--- src/rtl/fetch_queue.sv ---
`default_nettype none
// ============================================================================
// Module   : fetch_queue
// Purpose  : Instruction fetch front end. Issues one instruction-memory
//            request at a time and buffers completed fetches (or misaligned-
//            fetch faults) in a circular FIFO presented to decode.
// Revision : 1.0 - initial release
// ============================================================================
module fetch_queue #(
  parameter int          QDEPTH    = 4,
  parameter logic [31:0] NOP_INSTR = 32'h0000_0000
) (
  input  logic        clk,
  input  logic        rest,
  input  logic [31:0] pc_addr,
  input  logic        pc_valid,
  output logic        pc_ready,
  input  logic        flush,
  output logic        imem_req,
  output logic [31:0] imem_addr,
  input  logic        imem_ack,
  input  logic [31:0] imem_rdata,
  output logic        id_valid,
  input  logic        id_ready,
  output logic [31:0] id_instr,
  output logic [31:0] id_pc,
  output logic [31:0] id_pc_plus4,
  output logic        id_fault
);

  localparam int                C_PTR_W = (QDEPTH > 1) ? $clog2(QDEPTH) : 1;
  localparam int                C_CNT_W = C_PTR_W + 1;
  localparam logic [C_CNT_W-1:0] C_FULL = C_CNT_W'(QDEPTH);

  // IDLE: nothing outstanding; WAIT: outstanding, result kept;
  // DRAIN: outstanding, result will be thrown away (flushed while waiting).
  typedef enum logic [1:0] {
    S_IDLE  = 2'd0,
    S_WAIT  = 2'd1,
    S_DRAIN = 2'd2
  } state_e;

  state_e               state_q, state_d;
  logic [C_CNT_W-1:0]   count_q, count_d;
  logic [C_PTR_W-1:0]   wr_ptr_q, wr_ptr_d;
  logic [C_PTR_W-1:0]   rd_ptr_q, rd_ptr_d;
  logic                 imem_req_q, imem_req_d;
  logic [31:0]          imem_addr_q, imem_addr_d;

  logic [31:0]          instr_mem_q [QDEPTH];
  logic [31:0]          pc_mem_q    [QDEPTH];
  logic                 fault_mem_q [QDEPTH];

  logic                 accept;
  logic                 aligned;
  logic                 enq_fault;
  logic                 enq_mem;
  logic                 enq;
  logic                 deq;
  logic [31:0]          wr_instr;
  logic [31:0]          wr_pc;
  logic                 wr_fault;

  // Slot for the pending fetch is implicitly reserved: a new address is only
  // accepted in IDLE with room left, and only one request is ever in flight.
  assign pc_ready  = (state_q == S_IDLE) && !flush && (count_q < C_FULL);
  assign accept    = pc_valid && pc_ready;
  assign aligned   = (pc_addr[1:0] == 2'b00);
  assign enq_fault = accept && !aligned;
  assign enq       = enq_fault || enq_mem;

  assign id_valid  = (count_q != '0) && !flush;
  assign deq       = id_valid && id_ready;

  assign imem_req  = imem_req_q;
  assign imem_addr = imem_addr_q;

  // Fault entries carry the NOP word; memory entries carry fetched data.
  assign wr_instr  = enq_fault ? NOP_INSTR : imem_rdata;
  assign wr_pc     = enq_fault ? pc_addr   : imem_addr_q;
  assign wr_fault  = enq_fault;

  // Head of queue, or the fixed empty-queue values.
  always_comb begin
    id_instr = NOP_INSTR;
    id_pc    = 32'h0000_0000;
    id_fault = 1'b0;
    if (count_q != '0) begin
      id_instr = instr_mem_q[rd_ptr_q];
      id_pc    = pc_mem_q[rd_ptr_q];
      id_fault = fault_mem_q[rd_ptr_q];
    end
  end

  // pc+4 wraps naturally in 32 bits; empty queue gives 0+4 = 4.
  assign id_pc_plus4 = id_pc + 32'd4;

  // Request FSM next state: issue, wait for ack, or drain a flushed request.
  always_comb begin
    state_d     = state_q;
    imem_req_d  = imem_req_q;
    imem_addr_d = imem_addr_q;
    enq_mem     = 1'b0;
    case (state_q)
      S_IDLE: begin
        if (accept && aligned) begin
          imem_req_d  = 1'b1;
          imem_addr_d = pc_addr;
          state_d     = S_WAIT;
        end
      end
      S_WAIT: begin
        if (imem_ack) begin
          imem_req_d = 1'b0;
          state_d    = S_IDLE;
          enq_mem    = !flush;
        end else if (flush) begin
          state_d = S_DRAIN;
        end
      end
      S_DRAIN: begin
        if (imem_ack) begin
          imem_req_d = 1'b0;
          state_d    = S_IDLE;
        end
      end
      default: begin
        state_d    = S_IDLE;
        imem_req_d = 1'b0;
      end
    endcase
  end

  // Queue pointer/occupancy next state; flush empties the queue outright.
  always_comb begin
    wr_ptr_d = wr_ptr_q;
    rd_ptr_d = rd_ptr_q;
    count_d  = count_q;
    if (flush) begin
      wr_ptr_d = '0;
      rd_ptr_d = '0;
      count_d  = '0;
    end else begin
      if (enq) begin
        wr_ptr_d = wr_ptr_q + C_PTR_W'(1);
      end
      if (deq) begin
        rd_ptr_d = rd_ptr_q + C_PTR_W'(1);
      end
      case ({enq, deq})
        2'b10:   count_d = count_q + C_CNT_W'(1);
        2'b01:   count_d = count_q - C_CNT_W'(1);
        default: count_d = count_q;
      endcase
    end
  end

  // Control state registers with asynchronous active-low reset.
  always_ff @(posedge clk or negedge rest) begin
    if (!rest) begin
      state_q     <= S_IDLE;
      count_q     <= '0;
      wr_ptr_q    <= '0;
      rd_ptr_q    <= '0;
      imem_req_q  <= 1'b0;
      imem_addr_q <= 32'h0000_0000;
    end else begin
      state_q     <= state_d;
      count_q     <= count_d;
      wr_ptr_q    <= wr_ptr_d;
      rd_ptr_q    <= rd_ptr_d;
      imem_req_q  <= imem_req_d;
      imem_addr_q <= imem_addr_d;
    end
  end

  // Entry storage; contents are only observed through count, so no reset.
  always_ff @(posedge clk) begin
    if (enq && !flush) begin
      instr_mem_q[wr_ptr_q] <= wr_instr;
      pc_mem_q[wr_ptr_q]    <= wr_pc;
      fault_mem_q[wr_ptr_q] <= wr_fault;
    end
  end

endmodule
`default_nettype wire

--- config.mk ---
export PLATFORM = sky130hd
export DESIGN_NAME = fetch_queue
export DESIGN_NICKNAME = d
export VERILOG_FILES = /design/src/rtl/fetch_queue.sv
export SDC_FILE = /design/constraint.sdc
export NUM_CORES = 1
export LEC_CHECK = 0
export BUFFER_PORTS_ARGS = -buffer_cell sky130_fd_sc_hd__buf_2
export CORE_MARGIN = 3
export CORE_UTILIZATION = 50
export CTS_BUF_LIST = sky130_fd_sc_hd__clkbuf_8
export DETAILED_ROUTE_END_ITERATION = 10
export GPL_ROUTABILITY_DRIVEN = 0
export HOLD_SLACK_MARGIN = 0.15
export PLACE_DENSITY = 0.72
export SLEW_MARGIN = 40
export SYNTH_ARGS = -nofsm -noshare
export SYNTH_HDL_FRONTEND = slang
export SYNTH_SLANG_ARGS = --single-unit
--- constraint.sdc ---
create_clock -name clk -period 4.45 [get_ports clk]
set_clock_uncertainty 0.05 [all_clocks]
set_input_delay 1.1125 -clock clk [delete_from_list [all_inputs] [get_ports clk]]
set_output_delay 1.1125 -clock clk [all_outputs]
set_load 0.03 [all_outputs]
==> results of run 1 <==
-- worst reg2reg max path, cell delays in order (launching register included) --
cell      delay [ns]
dfrtp_1         0.40
inv_1           0.12
ha_1            0.22
nor4bb_1        0.35
buf_4           0.21
nor2b_4         0.14
a31o_2          0.32
nor3_1          0.11
fa_1            0.41
nor3_1          0.25
nor3_1          0.08
a211oi_1        0.22
-- per-stage QoR --
stage	cell area, um^2	hold WS, ns	total power (uW)
floorplan	13200	0.425	7200
global placement	14600	0.428	8420
detailed placement	14600	0.457	8460
CTS	15600	0.474	10900
global route	15700	0.467	11400
finish	15700	0.463	10800
-- state kept, by name (all words and copies together) (netlist names), 2 cells and up --
register and cells:
fault_mem_q 4, wr_ptr_q 2, rd_ptr_q 2, imem_addr 32
instr_mem_q 128, pc_mem_q 128, state_q 2, count_q 3
-- synthesized netlist by cell type (3+ instances only) --
cell and number:
nor3_1 9, xnor2_1 21, buf_2 8, a21oi_1 5
nor3b_1 4, and3_1 5, xor2_1 12, nand2_1 39
buf_1 4, nand3_1 10, o21ai_0 5, nor2_1 22
and2_1 61, buf_6 4, clkbuf_1 20, mux4_2 51
nand4_1 4, edfxtp_1 260, dfrtp_1 42, mux2i_1 11
ha_1 9, mux4_1 8, buf_4 3, inv_1 14
nor2b_1 34, mux2_2 64
-- layout make-up --
cell class	instances	area (um^2)	share of cell area, %
Timing Repair Buffer	228	1280	8.18
Multi-Input combinational cell	405	4080	26.0
Tap cell	330	413	2.63
Clock buffer	53	729	4.65
Inverter	15	58.8	0.375
Sequential cell	302	8870	56.5
Clock inverter	33	273	1.74
-- repair_timing --
item                       in CTS  in global routing
resized for setup               3                  6
pin swaps                       2                  4
setup endpoints to repair      12                 14
hold buffers                    0                  0
buffers inserted                3                  5
-- metal layers --
layer	vias up	routed length [um]
li1	3386	-
met1	3735	11800
met2	246	13400
met3	33	1760
met4	2	380
met5	-	13
-- path summary, 6_finish.rpt --
check	start	endpoint	slack, ns	cells past startpoint
setup / recovery	rd_ptr_q[0]	id_pc_plus4[30]	0.12	9
hold / removal	imem_req	imem_req	0.46	1
setup reg to reg	state_q[1]	count_q[2]	1.48	11
hold reg to reg	imem_req	imem_req	0.46	1
max in group asynchronous	rest	state_q[0]	3.29	2
min in group asynchronous	rest	imem_addr[9]	0.47	1
-- power by group through the flow --
stage	Clock, uW	Sequential [uW]	Combinational, uW
4_1_cts	2460	3990	4450
2_1_floorplan	0	4270	2930
3_3_place_gp	0	4040	4380
3_5_place_dp	0	4060	4400
5_1_grt	2610	4020	4750
6_report	2410	3970	4430
-- cell families (layout without fill, tap and decap cells) --
kind of cell / count (synthesis) / after routing
flops: 302 / 302
xor+xnor: 33 / 33
compound gates: 23 / 23
mux: 134 / 134
buf+inv: 55 / 329
simple gates: 205 / 205
fa+ha+maj: 10 / 10
==> impl_metrics.ini, run 1 <==
[power]
switching_share_pct = 38.0
peakVddDrop_mv = 0.508
clockPowerShare_pct = 22.3
power_density_nw_per_um2 = 689
intPower_uw = 6700
p_comb_share_pct = 41.0
seqPwrFrac_pct = 36.7
p_leak_uw = 0.00608
switchingPower_uw = 4110

[grt]
top_usage_layer = met2
grtUsageMet3_pct = 4.13
use_met2_pct = 32.1
grt_pass1_wl_mm = 43.2
grt_pass1_vias = 7835
grt-ovfl-total = 0
grt_start_max_net_pins = 48
use_met1_pct = 26.8
track_usage_pct = 19.4
antenna_found_initial = 1

[cts]
root_buffer = clkbuf_8
cts_tree = yes
cts_num_sinks = 302
numCtsBuffers = 47
clk_pin_slew_ns = 0.06
cts_buffer_depth = 3
h-tree-depth = 2
clock_latency_ns = 0.54

[setup_path]
critPathMaxFanout = 14
path_cells = buf_4 -> buf_4 -> mux4_2 -> o211a_1 -> and4b_2 -> buf_4 -> nand4_1 -> xnor2_2 -> buf_2
path_buf_inv = 4
critPathTopFamily = buffers and inverters
max_stage_delay_ns = 0.56
start_kind = register
crit_path_end_kind = output port
path_common_cell = buf_4
cp_data_arrival_time_ns = 3.17
crit_path_top_delay_cell = mux4_2
critical_path_class = reg -> out
critPathRequiredTime_ns = 3.29

[synthesis]
seq_area_frac_synth_pct = 67.6
synth_top_family_by_area = multiplexers
ys_warn_count = 0
synth-simple-area-share_pct = 8.99
yosys-top-cells-area = edfxtp_1 (60%), mux4_2 (8.8%), dfrtp_1 (8.0%)
synth_cells = 762
synth-seq-cells = 302
synth_ff_type = edfxtp_1
synth_fa_ha_area_share_pct = 1.01
synth_cell_types = 53
synth.avg_cell_area_um2 = 17.2
synthXorXnorAreaFrac_pct = 2.21
synth-async-reset-ratio_pct = 13.9
yosysTopAreaCell = edfxtp_1
netlist.area_leader.share_pct = 59.6
syn_area_um2 = 13100
syn_nets = 842
synth_compound_area_share_pct = 1.34
synth-edff-count = 260
synthMuxAreaShare_pct = 16.7

[route]
vias = 7402
wire_per_inst_um = 20.0
first_pass_iters = 5
antenna_left = 0
wl_mm = 27.3
drtIter0Drc = 594
remaining_drc_errors = 0
viasPerCell = 5.42

[final_layout]
antenna_cells = 0
final_common_cell = edfxtp_1
area_growth_pct = 19.9
final_cells = 1366
fill_cells = 1889
drive_gt1_share_pct = 43.1
final_cell_mix = edfxtp_1 (260), buf_2 (199), mux2_2 (64), and2_1 (57), clkbuf_8 (53)
nets = 1079
fin_util_pct = 61.6

[timing]
maxSlewHeadroom_pct = 54.4
setup_viol = 0
layout_setup_ws_ns = 0.119
fmax_ghz = 0.231
min_period_over_period_pct = 97.3
period_minus_slack_ns = 4.33
setup_tns_ns = 0
hold_violations = 0
final_max_slew_viol_count = 0
tightest_slew_ns = 0.684
rsz0062_at_grt = yes

[die]
start_util_pct = 51.4
die_area_um2 = 28200
pin_count = 202
core_um2 = 25500
rows = 58
die_h_um = 168
die_w_um = 168

[placement]
portBuffers = 201
dp_slack_ns = 0.367
dp_cells = 1272
place_hpwl_mm = 17.7

[worst_hold_path]
min_path_type = reg -> reg

[run_status]
status = finished clean

[flow_run]
maxCapViolations = 0
(Power assumes the default switching activity.)
==> run 2: changes to the inputs <==
--- a/config.mk
+++ b/config.mk
@@ -6,13 +6,15 @@
 export NUM_CORES = 1
 export LEC_CHECK = 0
 export BUFFER_PORTS_ARGS = -buffer_cell sky130_fd_sc_hd__buf_2
+export CELL_PAD_IN_SITES_DETAIL_PLACEMENT = 1
+export CELL_PAD_IN_SITES_GLOBAL_PLACEMENT = 1
 export CORE_MARGIN = 3
 export CORE_UTILIZATION = 50
 export CTS_BUF_LIST = sky130_fd_sc_hd__clkbuf_8
 export DETAILED_ROUTE_END_ITERATION = 10
 export GPL_ROUTABILITY_DRIVEN = 0
 export HOLD_SLACK_MARGIN = 0.15
-export PLACE_DENSITY = 0.72
+export PLACE_DENSITY_LB_ADDON = 0.1
 export SLEW_MARGIN = 40
 export SYNTH_ARGS = -nofsm -noshare
 export SYNTH_HDL_FRONTEND = slang
==> impl_metrics.ini, run 2 (synthesis gave the netlist of run 1 again) <==
[run_status]
status = finished clean

[final_layout]
fin_util_pct = 62.3
area_growth_pct = 21.2
final_common_cell = edfxtp_1
nets = 1090
drive_gt1_share_pct = 44.6
final_cell_mix = edfxtp_1 (260), buf_2 (195), mux2_2 (64), clkbuf_8 (59), and2_1 (57)

[grt]
grt-ovfl-total = 0
grt_pass1_vias = 8598
track_usage_pct = 22.5
grt_start_max_net_pins = 67
antenna_found_initial = 2
grt_pass1_wl_mm = 49.3

[route]
drtIter0Drc = 474
antenna_left = 0
viasPerCell = 5.59
wire_per_inst_um = 23.4
first_pass_iters = 4
vias = 7720
wl_mm = 32.3
remaining_drc_errors = 0

[cts]
cts_num_sinks = 302
cts_buffer_depth = 3
clk_pin_slew_ns = 0.06
ctsHoldBuffers = 0
root_buffer = clkbuf_8
numCtsBuffers = 51
cts_tree = yes
clock_latency_ns = 0.55
h-tree-depth = 2

[power]
p_total_uw = 11100
switching_share_pct = 39.3
clockPowerShare_pct = 21.7
intPower_uw = 6730
p_comb_share_pct = 42.4
switchingPower_uw = 4360
seqPwrFrac_pct = 36.0
peakVddDrop_mv = 0.470
power_density_nw_per_um2 = 698
p_leak_uw = 0.00616

[timing]
fmax_ghz = 0.230
setup_tns_ns = 0
tightest_slew_ns = 0.629
final_max_slew_viol_count = 0
whs_ns = 0.459
maxSlewHeadroom_pct = 58.1
min_period_over_period_pct = 97.8
hold_violations = 0
period_minus_slack_ns = 4.35
setup_viol = 0

[placement]
portBuffers = 201
place_hpwl_mm = 21.2

[flow_run]
maxCapViolations = 0

[setup_path]
rr_worst_depth = 11
start_kind = register
critical_path_class = reg -> out
critPathMaxFanout = 8
crit_path_end_kind = output port
cp_data_arrival_time_ns = 3.19
critPathRequiredTime_ns = 3.29

[die]
die_area_um2 = 28200
rows = 58
start_util_pct = 51.4
die_w_um = 168
die_h_um = 168
pin_count = 202
core_um2 = 25500

[worst_hold_path]
holdPathStages = 1
min_path_type = reg -> reg
run 2: changes by cell type in the layout (fill, tap and decap cells not counted), moves of 2 or more:
cell / delta
clkbuf_8: +6
buf_4: +5
clkinv_2: +5
inv_1: +5
buf_2: -4
clkinv_1: -4
buf_6: +3
bufinv_16: -3
diode_2: +2
nor3_1: -2
nor3_2: +2
run 2: worst paths after layout:
kind | start | to | slack [ns]
min in group asynchronous | rest | state_q[1] | 0.53
setup reg to reg | state_q[1] | count_q[2] | 1.57
hold / removal | imem_req | imem_req | 0.46
setup / recovery | rd_ptr_q[1] | id_pc_plus4[23] | 0.1
hold reg to reg | imem_req | imem_req | 0.46
max in group asynchronous | rest | rd_ptr_q[1] | 3.34
run 2: through the flow:
step	cells	area (um^2)	worst slack, ns
after floorplan	762	13200	0.0423
after global placement	1276	14600	0.367
after detailed placement	1276	14600	0.278
after CTS	1372	15700	0.0115
after global routing	1382	15900	-0.0311
final	1382	15900	0.0980
run 2: power by group through the flow:
stage | combinational [uW] | sequential [uW] | clock, uW
4_1_cts | 4630 | 3990 | 2460
3_3_place_gp | 4490 | 4000 | 0
2_1_floorplan | 2930 | 4270 | 0
5_1_grt | 5000 | 4040 | 2600
3_5_place_dp | 4580 | 4050 | 0
6_report | 4700 | 3990 | 2400
run 2: timing repair:
action                                  CTS  global route
gates resized for setup                  10            25
pin swaps                                 2            10
setup buffers                             3             7
endpoints found under the setup margin   14            16
cloned                                    0             1
run 2: critical path, stage by stage (launching register included):
cell and delay (ns):
dfrtp_4 0.55, buf_4 0.19, mux2i_1 0.15, or4_4 0.54, a21oi_2 0.35, nand3_2 0.22
nor3_1 0.24, xor2_1 0.17, buf_2 0.21
run 2: layout make-up:
cell class                      instances  area [um^2]
Clock inverter                         34          195
Multi-Input combinational cell        405         4130
Sequential cell                       302         8870
Inverter                               15         58.8
Timing Repair Buffer                  235         1400
Antenna cell                            2         5.00
Clock buffer                           59          812
Fill cell                            2354         9590
Tap cell                              330          413
run 2: metal layers:
metal | global-route usage [%] | share of wire, % | up-vias
met5 | 0 | 0 | -
met4 | 5.76 | 1.9 | 0
met3 | 3.92 | 5.6 | 53
met2 | 38.1 | 51 | 248
met1 | 30.8 | 42 | 4007
li1 | - | - | 3412
